`config.mk`:
```
export PLATFORM = sky130hd
export DESIGN_NAME = pulse_sequencer
export DESIGN_NICKNAME = d
export VERILOG_FILES = /design/src/rtl/pulse_sequencer.sv
export SDC_FILE = /design/constraint.sdc
export NUM_CORES = 1
export LEC_CHECK = 0
export ABC_AREA = 1
export CORE_MARGIN = 3
export CORE_UTILIZATION = 40
export DETAILED_ROUTE_END_ITERATION = 7
export SLEW_MARGIN = 40
export SYNTH_ARGS = -nofsm -noshare
export SYNTH_HDL_FRONTEND = slang
export SYNTH_SLANG_ARGS = --single-unit
```
`constraint.sdc`:
```
create_clock -name clk -period 23.4 [get_ports clk]
set_input_delay 2.34 -clock clk [delete_from_list [all_inputs] [get_ports clk]]
set_output_delay 2.34 -clock clk [all_outputs]
set_load 0.01 [all_outputs]
```
`src/rtl/pulse_sequencer.sv`:
```
// Periodic RF pulse / sync / attenuator gate generator with shadowed timing
// parameters that are captured at LOAD and at every period wrap.
module pulse_sequencer #(
    parameter logic [31:0] MIN_PER = 32'd16,
    parameter int unsigned CNT_W   = 32
) (
    input  logic             clk,
    input  logic             reset,
    input  logic             en,
    input  logic [CNT_W-1:0] per,
    input  logic [CNT_W-1:0] p1wid,
    input  logic [CNT_W-1:0] p2st,
    input  logic [CNT_W-1:0] p2wid,
    input  logic [CNT_W-1:0] s_up,
    input  logic [CNT_W-1:0] att_d,
    input  logic [CNT_W-1:0] offr_d,
    input  logic             pu,
    input  logic             doub,
    output logic             pulse,
    output logic             sync,
    output logic             att,
    output logic             stb,
    output logic             busy,
    output logic             cfg_err
);

    typedef enum logic [1:0] {IDLE = 2'd0, LOAD = 2'd1, RUN = 2'd2} state_t;

    localparam logic [CNT_W-1:0] RST_PER    = CNT_W'(200000);
    localparam logic [CNT_W-1:0] RST_P1WID  = CNT_W'(30);
    localparam logic [CNT_W-1:0] RST_P2ST   = CNT_W'(230);
    localparam logic [CNT_W-1:0] RST_P2WID  = CNT_W'(30);
    localparam logic [CNT_W-1:0] RST_S_UP   = CNT_W'(260);
    localparam logic [CNT_W-1:0] RST_ATT_D  = CNT_W'(20260);
    localparam logic [CNT_W-1:0] RST_OFFR_D = CNT_W'(191970);

    state_t           state_q, state_d;
    logic [CNT_W-1:0] phase_q, phase_d;
    logic [CNT_W-1:0] sh_per_q, sh_per_d, sh_p1wid_q, sh_p1wid_d;
    logic [CNT_W-1:0] sh_p2st_q, sh_p2st_d, sh_p2wid_q, sh_p2wid_d;
    logic [CNT_W-1:0] sh_s_up_q, sh_s_up_d, sh_att_d_q, sh_att_d_d;
    logic [CNT_W-1:0] sh_offr_d_q, sh_offr_d_d;
    logic             sh_pu_q, sh_pu_d, sh_doub_q, sh_doub_d;
    logic             pulse_q, pulse_d, sync_q, sync_d;
    logic             att_gate_q, att_gate_d, stb_q, stb_d;
    logic             cfg_err_q, cfg_err_d;
    logic             cfg_ok, wrap, capture;
    logic             run_n, win_p1, win_p2, win_off;
    logic [CNT_W:0]   c_ext, p2_end, off_end;

    always_comb begin
        cfg_ok = (per >= CNT_W'(MIN_PER)) && (p1wid < per) && (s_up < per)
              && (att_d <= per) && (offr_d < per);
        wrap    = (state_q == RUN) && (phase_q == sh_per_q - CNT_W'(1));
        capture = (state_q == LOAD) || wrap;

        state_d     = state_q;
        phase_d     = phase_q;
        sh_per_d    = sh_per_q;
        sh_p1wid_d  = sh_p1wid_q;
        sh_p2st_d   = sh_p2st_q;
        sh_p2wid_d  = sh_p2wid_q;
        sh_s_up_d   = sh_s_up_q;
        sh_att_d_d  = sh_att_d_q;
        sh_offr_d_d = sh_offr_d_q;
        sh_pu_d     = sh_pu_q;
        sh_doub_d   = sh_doub_q;
        cfg_err_d   = cfg_err_q;

        if (capture) begin
            if (cfg_ok) begin
                sh_per_d    = per;
                sh_p1wid_d  = p1wid;
                sh_p2st_d   = p2st;
                sh_p2wid_d  = p2wid;
                sh_s_up_d   = s_up;
                sh_att_d_d  = att_d;
                sh_offr_d_d = offr_d;
                sh_pu_d     = pu;
                sh_doub_d   = doub;
                cfg_err_d   = 1'b0;
            end else begin
                cfg_err_d   = 1'b1;
            end
        end

        case (state_q)
            IDLE: begin
                phase_d = '0;
                if (en) state_d = LOAD;
            end
            // An invalid first capture never starts the sequencer.
            LOAD: begin
                phase_d = '0;
                state_d = cfg_ok ? RUN : IDLE;
            end
            RUN: begin
                if (wrap) begin
                    phase_d = '0;
                    if (!en) state_d = IDLE;
                end else begin
                    phase_d = phase_q + CNT_W'(1);
                end
            end
            default: begin
                state_d = IDLE;
                phase_d = '0;
            end
        endcase
    end

    // Outputs decode the next phase with the next shadow set so that the
    // registered outputs line up with the phase counter.
    always_comb begin
        run_n   = (state_d == RUN);
        c_ext   = {1'b0, phase_d};
        p2_end  = {1'b0, sh_p2st_d} + {1'b0, sh_p2wid_d};
        off_end = {1'b0, sh_offr_d_d} + {1'b0, sh_p1wid_d};
        win_p1  = sh_pu_d && (phase_d < sh_p1wid_d);
        win_p2  = (phase_d >= sh_p2st_d) && (c_ext < p2_end);
        win_off = sh_doub_d && (phase_d >= sh_offr_d_d) && (c_ext < off_end);

        pulse_d    = run_n && (win_p1 || win_p2 || win_off);
        sync_d     = run_n && (phase_d >= sh_s_up_d);
        att_gate_d = run_n && (phase_d < sh_att_d_d);
        stb_d      = run_n && (phase_d == '0);
    end

    always_ff @(posedge clk or posedge reset) begin
        if (reset) begin
            state_q     <= IDLE;
            phase_q     <= '0;
            sh_per_q    <= RST_PER;
            sh_p1wid_q  <= RST_P1WID;
            sh_p2st_q   <= RST_P2ST;
            sh_p2wid_q  <= RST_P2WID;
            sh_s_up_q   <= RST_S_UP;
            sh_att_d_q  <= RST_ATT_D;
            sh_offr_d_q <= RST_OFFR_D;
            sh_pu_q     <= 1'b1;
            sh_doub_q   <= 1'b0;
            pulse_q     <= 1'b0;
            sync_q      <= 1'b0;
            att_gate_q  <= 1'b0;
            stb_q       <= 1'b0;
            cfg_err_q   <= 1'b0;
        end else begin
            state_q     <= state_d;
            phase_q     <= phase_d;
            sh_per_q    <= sh_per_d;
            sh_p1wid_q  <= sh_p1wid_d;
            sh_p2st_q   <= sh_p2st_d;
            sh_p2wid_q  <= sh_p2wid_d;
            sh_s_up_q   <= sh_s_up_d;
            sh_att_d_q  <= sh_att_d_d;
            sh_offr_d_q <= sh_offr_d_d;
            sh_pu_q     <= sh_pu_d;
            sh_doub_q   <= sh_doub_d;
            pulse_q     <= pulse_d;
            sync_q      <= sync_d;
            att_gate_q  <= att_gate_d;
            stb_q       <= stb_d;
            cfg_err_q   <= cfg_err_d;
        end
    end

    assign pulse   = pulse_q;
    assign sync    = sync_q;
    assign att     = att_gate_q;
    assign stb     = stb_q;
    assign busy    = (state_q != IDLE);
    assign cfg_err = cfg_err_q;

endmodule
```
==> run summary <==
The run finished with clean final reports. For this configuration, the core starts out at a cell density of 40.6%. The data required time at the worst endpoint is 23.93 ns. The final hold violation count is 0. The count of buffers added on input and output ports is 234. For this design the ratio of total power to cell area is 114 nW/um^2. The total length of routed wires is 75600 microns.

The number of nets still failing antenna checks after routing came out at 0. The number of buffers created by CTS came out at 31. The floorplan row count is 88. The fraction of registers with async set or reset after synthesis came out at 100%. Sorting the synthesized cells by area gives the leading types as dfrtp_1 (24%), ha_1 (22%), nand2_1 (11%). The setup TNS is 0 ns.

235 I/O pins were placed. The first global-routing pass estimated 117000 microns of wire. In the synthesized netlist, the cells that appear most often are nand2_1 (707), inv_1 (439), ha_1 (407). The total global-route track usage came out at 24.0%. The largest total area in the synthesized netlist belongs to dfrtp_1. The number of warnings issued by yosys came out at 0. The average footprint of a synthesized cell came out at 7.47 sq um. The via density per instance is 5.09. VDD sags by at most 0.0697 mV. The growth of design area from synthesis to finish is 19.1%. After detailed routing, the average wire length per cell comes to 18.1 microns. The clock net in this run drives a total of 265 sinks.

The number of antenna violations at the first check in global routing is 1. The path type of the worst min-delay path is register to register. The number of maximum-capacitance violations came out at 0. CTS built an H-tree with a depth of 1.

The die span in x came out at 248 microns. The leakage power of the design is 14.4 nW. For this block, the initial DRC count from the detailed router was 1358. The portion of the clock cycle consumed by the worst path in the final layout is 45.9%. The maximum net fanout on the critical path came out at 128. The cell area after synthesis came out at 23500 sq um.

Before CTS, the worst setup slack after placement is 11.91 ns. The total congestion overflow is 0. Based on the critical path, the design can be clocked at up to 0.0931 GHz. The worst slew margin relative to its limit came out at 48.0%. Synthesis produced a netlist whose cell count is 3149. The total inserted antenna cells came out at 0. The buffer depth of the longest clock path is 3. Across all setup checks in the final design, the least slack found is 12.66 ns.

The kind of end point of the critical path is a register. The register-to-register setup slack came out at 14.99 ns. The detailed-routing iteration count for the pre-antenna-repair pass is 7. After synthesis the netlist holds a flip-flop and latch count of 265. The ratio of cells with drive above 1 in the final layout came out at 8.16%. The post-cts sizing count came out at 0.

Routability-driven placement finished with a final weighted congestion of 0.923. The clock latency at the later pin of the worst-skew pair is 0.61 ns. Counting flops with a built-in enable in the synthesized netlist gives 0.

The max-slew violation total from the final report came to 0. The pin slew with the least headroom to its limit is 0.771 ns. The routed design could run at a clock period as short as 10.74 ns.

The most common flop cell mapped by yosys is dfrtp_1. Summed over its instances, the top area cell type makes up 23.9% of the synthesized netlist area. The most repeated cell in the gate-level netlist after synthesis is nand2_1.

The total number of vias is 21300. After clock tree synthesis, the clock-pin slew on the worst setup and hold paths is 0.07 ns. The buffers inserted during post-CTS setup optimization is 0. In this run the clock root is driven by a clkbuf_16. The worst stage delay on the critical path came out at 0.66 ns. Of the synthesized area, sequential elements account for 28.4%. The number of global-route vias before repair is 21000. The number of endpoints failing setup at the final stage came out at 0. The kind of start point of the critical path is a primary input.

The cell that appears most often on the critical path is nand2_1. From bottom edge to top edge, the die measures 248 microns. When the netlist entered floorplanning its net count stood at 3787. The final standard cell utilization of the core is 48.4%. The final net count came out at 4033. The data arrival time of the worst path is 11.27 ns. The CTS tree is built.

In the routed design, unresolved DRC markers number 0. The HPWL after detailed placement came out at 60800 microns. The maximum number of pins on one net before global-route repair is 129. The setup path with the least slack is of type primary input to register. The hold buffer count at CTS came out at 0. The area of the core is 57900 sq um. The count of unique library cells instantiated by Yosys came out at 56.

The master of the slowest instance on the critical path is inv_6. Setup repair after global routing left no endpoint under its margin. The full die area came out at 61700 sq um. The final setup skew came out at 0.0248 ns.
## registers in the layout (all words and copies together) (netlist names), 2 cells and up
name	count
phase_q	32
sh_att_d_q	32
sh_offr_d_q	32
sh_p1wid_q	32
sh_p2st_q	32
sh_p2wid_q	32
sh_per_q	32
sh_s_up_q	32
state_q	2
## report_power, final
group	internal (W)	total [W]	switching [W]
logic	0.000727	0.00188	0.00115
clock network	0.000330	0.000547	0.000217
registers	0.000670	0.000755	0.0000847
## worst paths after layout
path	start	to	cells after the start
setup / recovery	per[7]	pulse$_DFF_PP0_	43
hold / removal	sh_p2wid_q[16]$_DFF_PP0_	sh_p2wid_q[16]$_DFF_PP0_	2
setup reg to reg	sh_per_q[0]$_DFFE_PP0P_	pulse$_DFF_PP0_	43
hold reg to reg	sh_p2wid_q[16]$_DFF_PP0_	sh_p2wid_q[16]$_DFF_PP0_	2
max in group asynchronous	reset	sh_p2st_q[25]$_DFF_PP0_	4
min in group asynchronous	reset	sh_s_up_q[4]$_DFF_PP0_	2
## cell type report
| cell class | instances | area, sq um |
|---|---|---|
| flip-flops and latches | 265 | 6680 |
| fillers | 5850 | 29900 |
| well taps | 765 | 957 |
| clock inverters | 13 | 214 |
| repair buffers | 266 | 2590 |
| clock buffers | 45 | 928 |
| multi-input cells | 2388 | 15000 |
| inverters | 443 | 1680 |
## layout by cell type, fill, tap and decap left out, types with 4 or more instances in the layout
cell,count
a21oi_1,226
nand2_4,4
a211oi_1,16
clkdlybuf4s50_1,234
bufinv_16,5
dfstp_2,40
nor4_1,23
nor3_1,43
dfrtp_1,225
clkbuf_8,10
nor2_4,6
a31oi_1,5
o21a_1,13
a21boi_0,4
clkbuf_1,4
clkbuf_16,31
xor2_1,53
nand2_1,707
o211ai_1,6
buf_4,29
o221ai_1,6
nand3_1,82
inv_1,438
nor2_1,223
o21ai_0,249
ha_1,407
nand2_2,18
nor2_2,12
nand3b_1,7
a21boi_1,6
or2_0,20
nand4_1,45
o21ai_1,17
a21o_1,9
clkinv_2,4
or2_2,92
o21bai_1,8
xnor2_1,50
## per-layer routing
layer  wire length [microns]  part of all wire, %  GRT usage (%)
met2                   34700                   46           40.3
met1                   34800                   46           32.3
met4                    2520                  3.3           7.14
met3                    3530                  4.7           2.77
met5                       0                    0              0
## through the flow
step / std cells / power, W / hold WS, ns / instance area [sq um]
after CTS: 4185 / 0.00319 / 0.487 / 28000
final: 4185 / 0.00318 / 0.488 / 28000
after floorplan: 3149 / 0.00216 / 0.445 / 23500
after detailed placement: 4127 / 0.00263 / 0.471 / 26900
after global routing: 4185 / 0.00352 / 0.520 / 28000
after global placement: 4127 / 0.00261 / 0.466 / 26900
## logic make-up (layout without fill, tap and decap cells)
| family | Yosys count | count (layout) | synth area share, % |
|---|---|---|---|
| flip-flops | 265 | 265 | 28.4 |
| XOR/XNOR | 104 | 104 | 3.93 |
| buffers and inverters | 496 | 767 | 7.99 |
| AO/OA/AOI/OAI | 581 | 581 | 13.5 |
| AND/OR/NAND/NOR | 1294 | 1294 | 24.3 |
| adder cells (fa/ha/maj) | 409 | 409 | 21.8 |
## critical path: cells and delay by family
kind                     cells  cell delay (ns)
AO/OA/AOI/OAI               15             2.58
XOR/XNOR                     1             0.16
adder cells (fa/ha/maj)      3             0.90
buffers and inverters        5             1.95
AND/OR/NAND/NOR             19             3.23
Power figures use the tool's default switching activity.
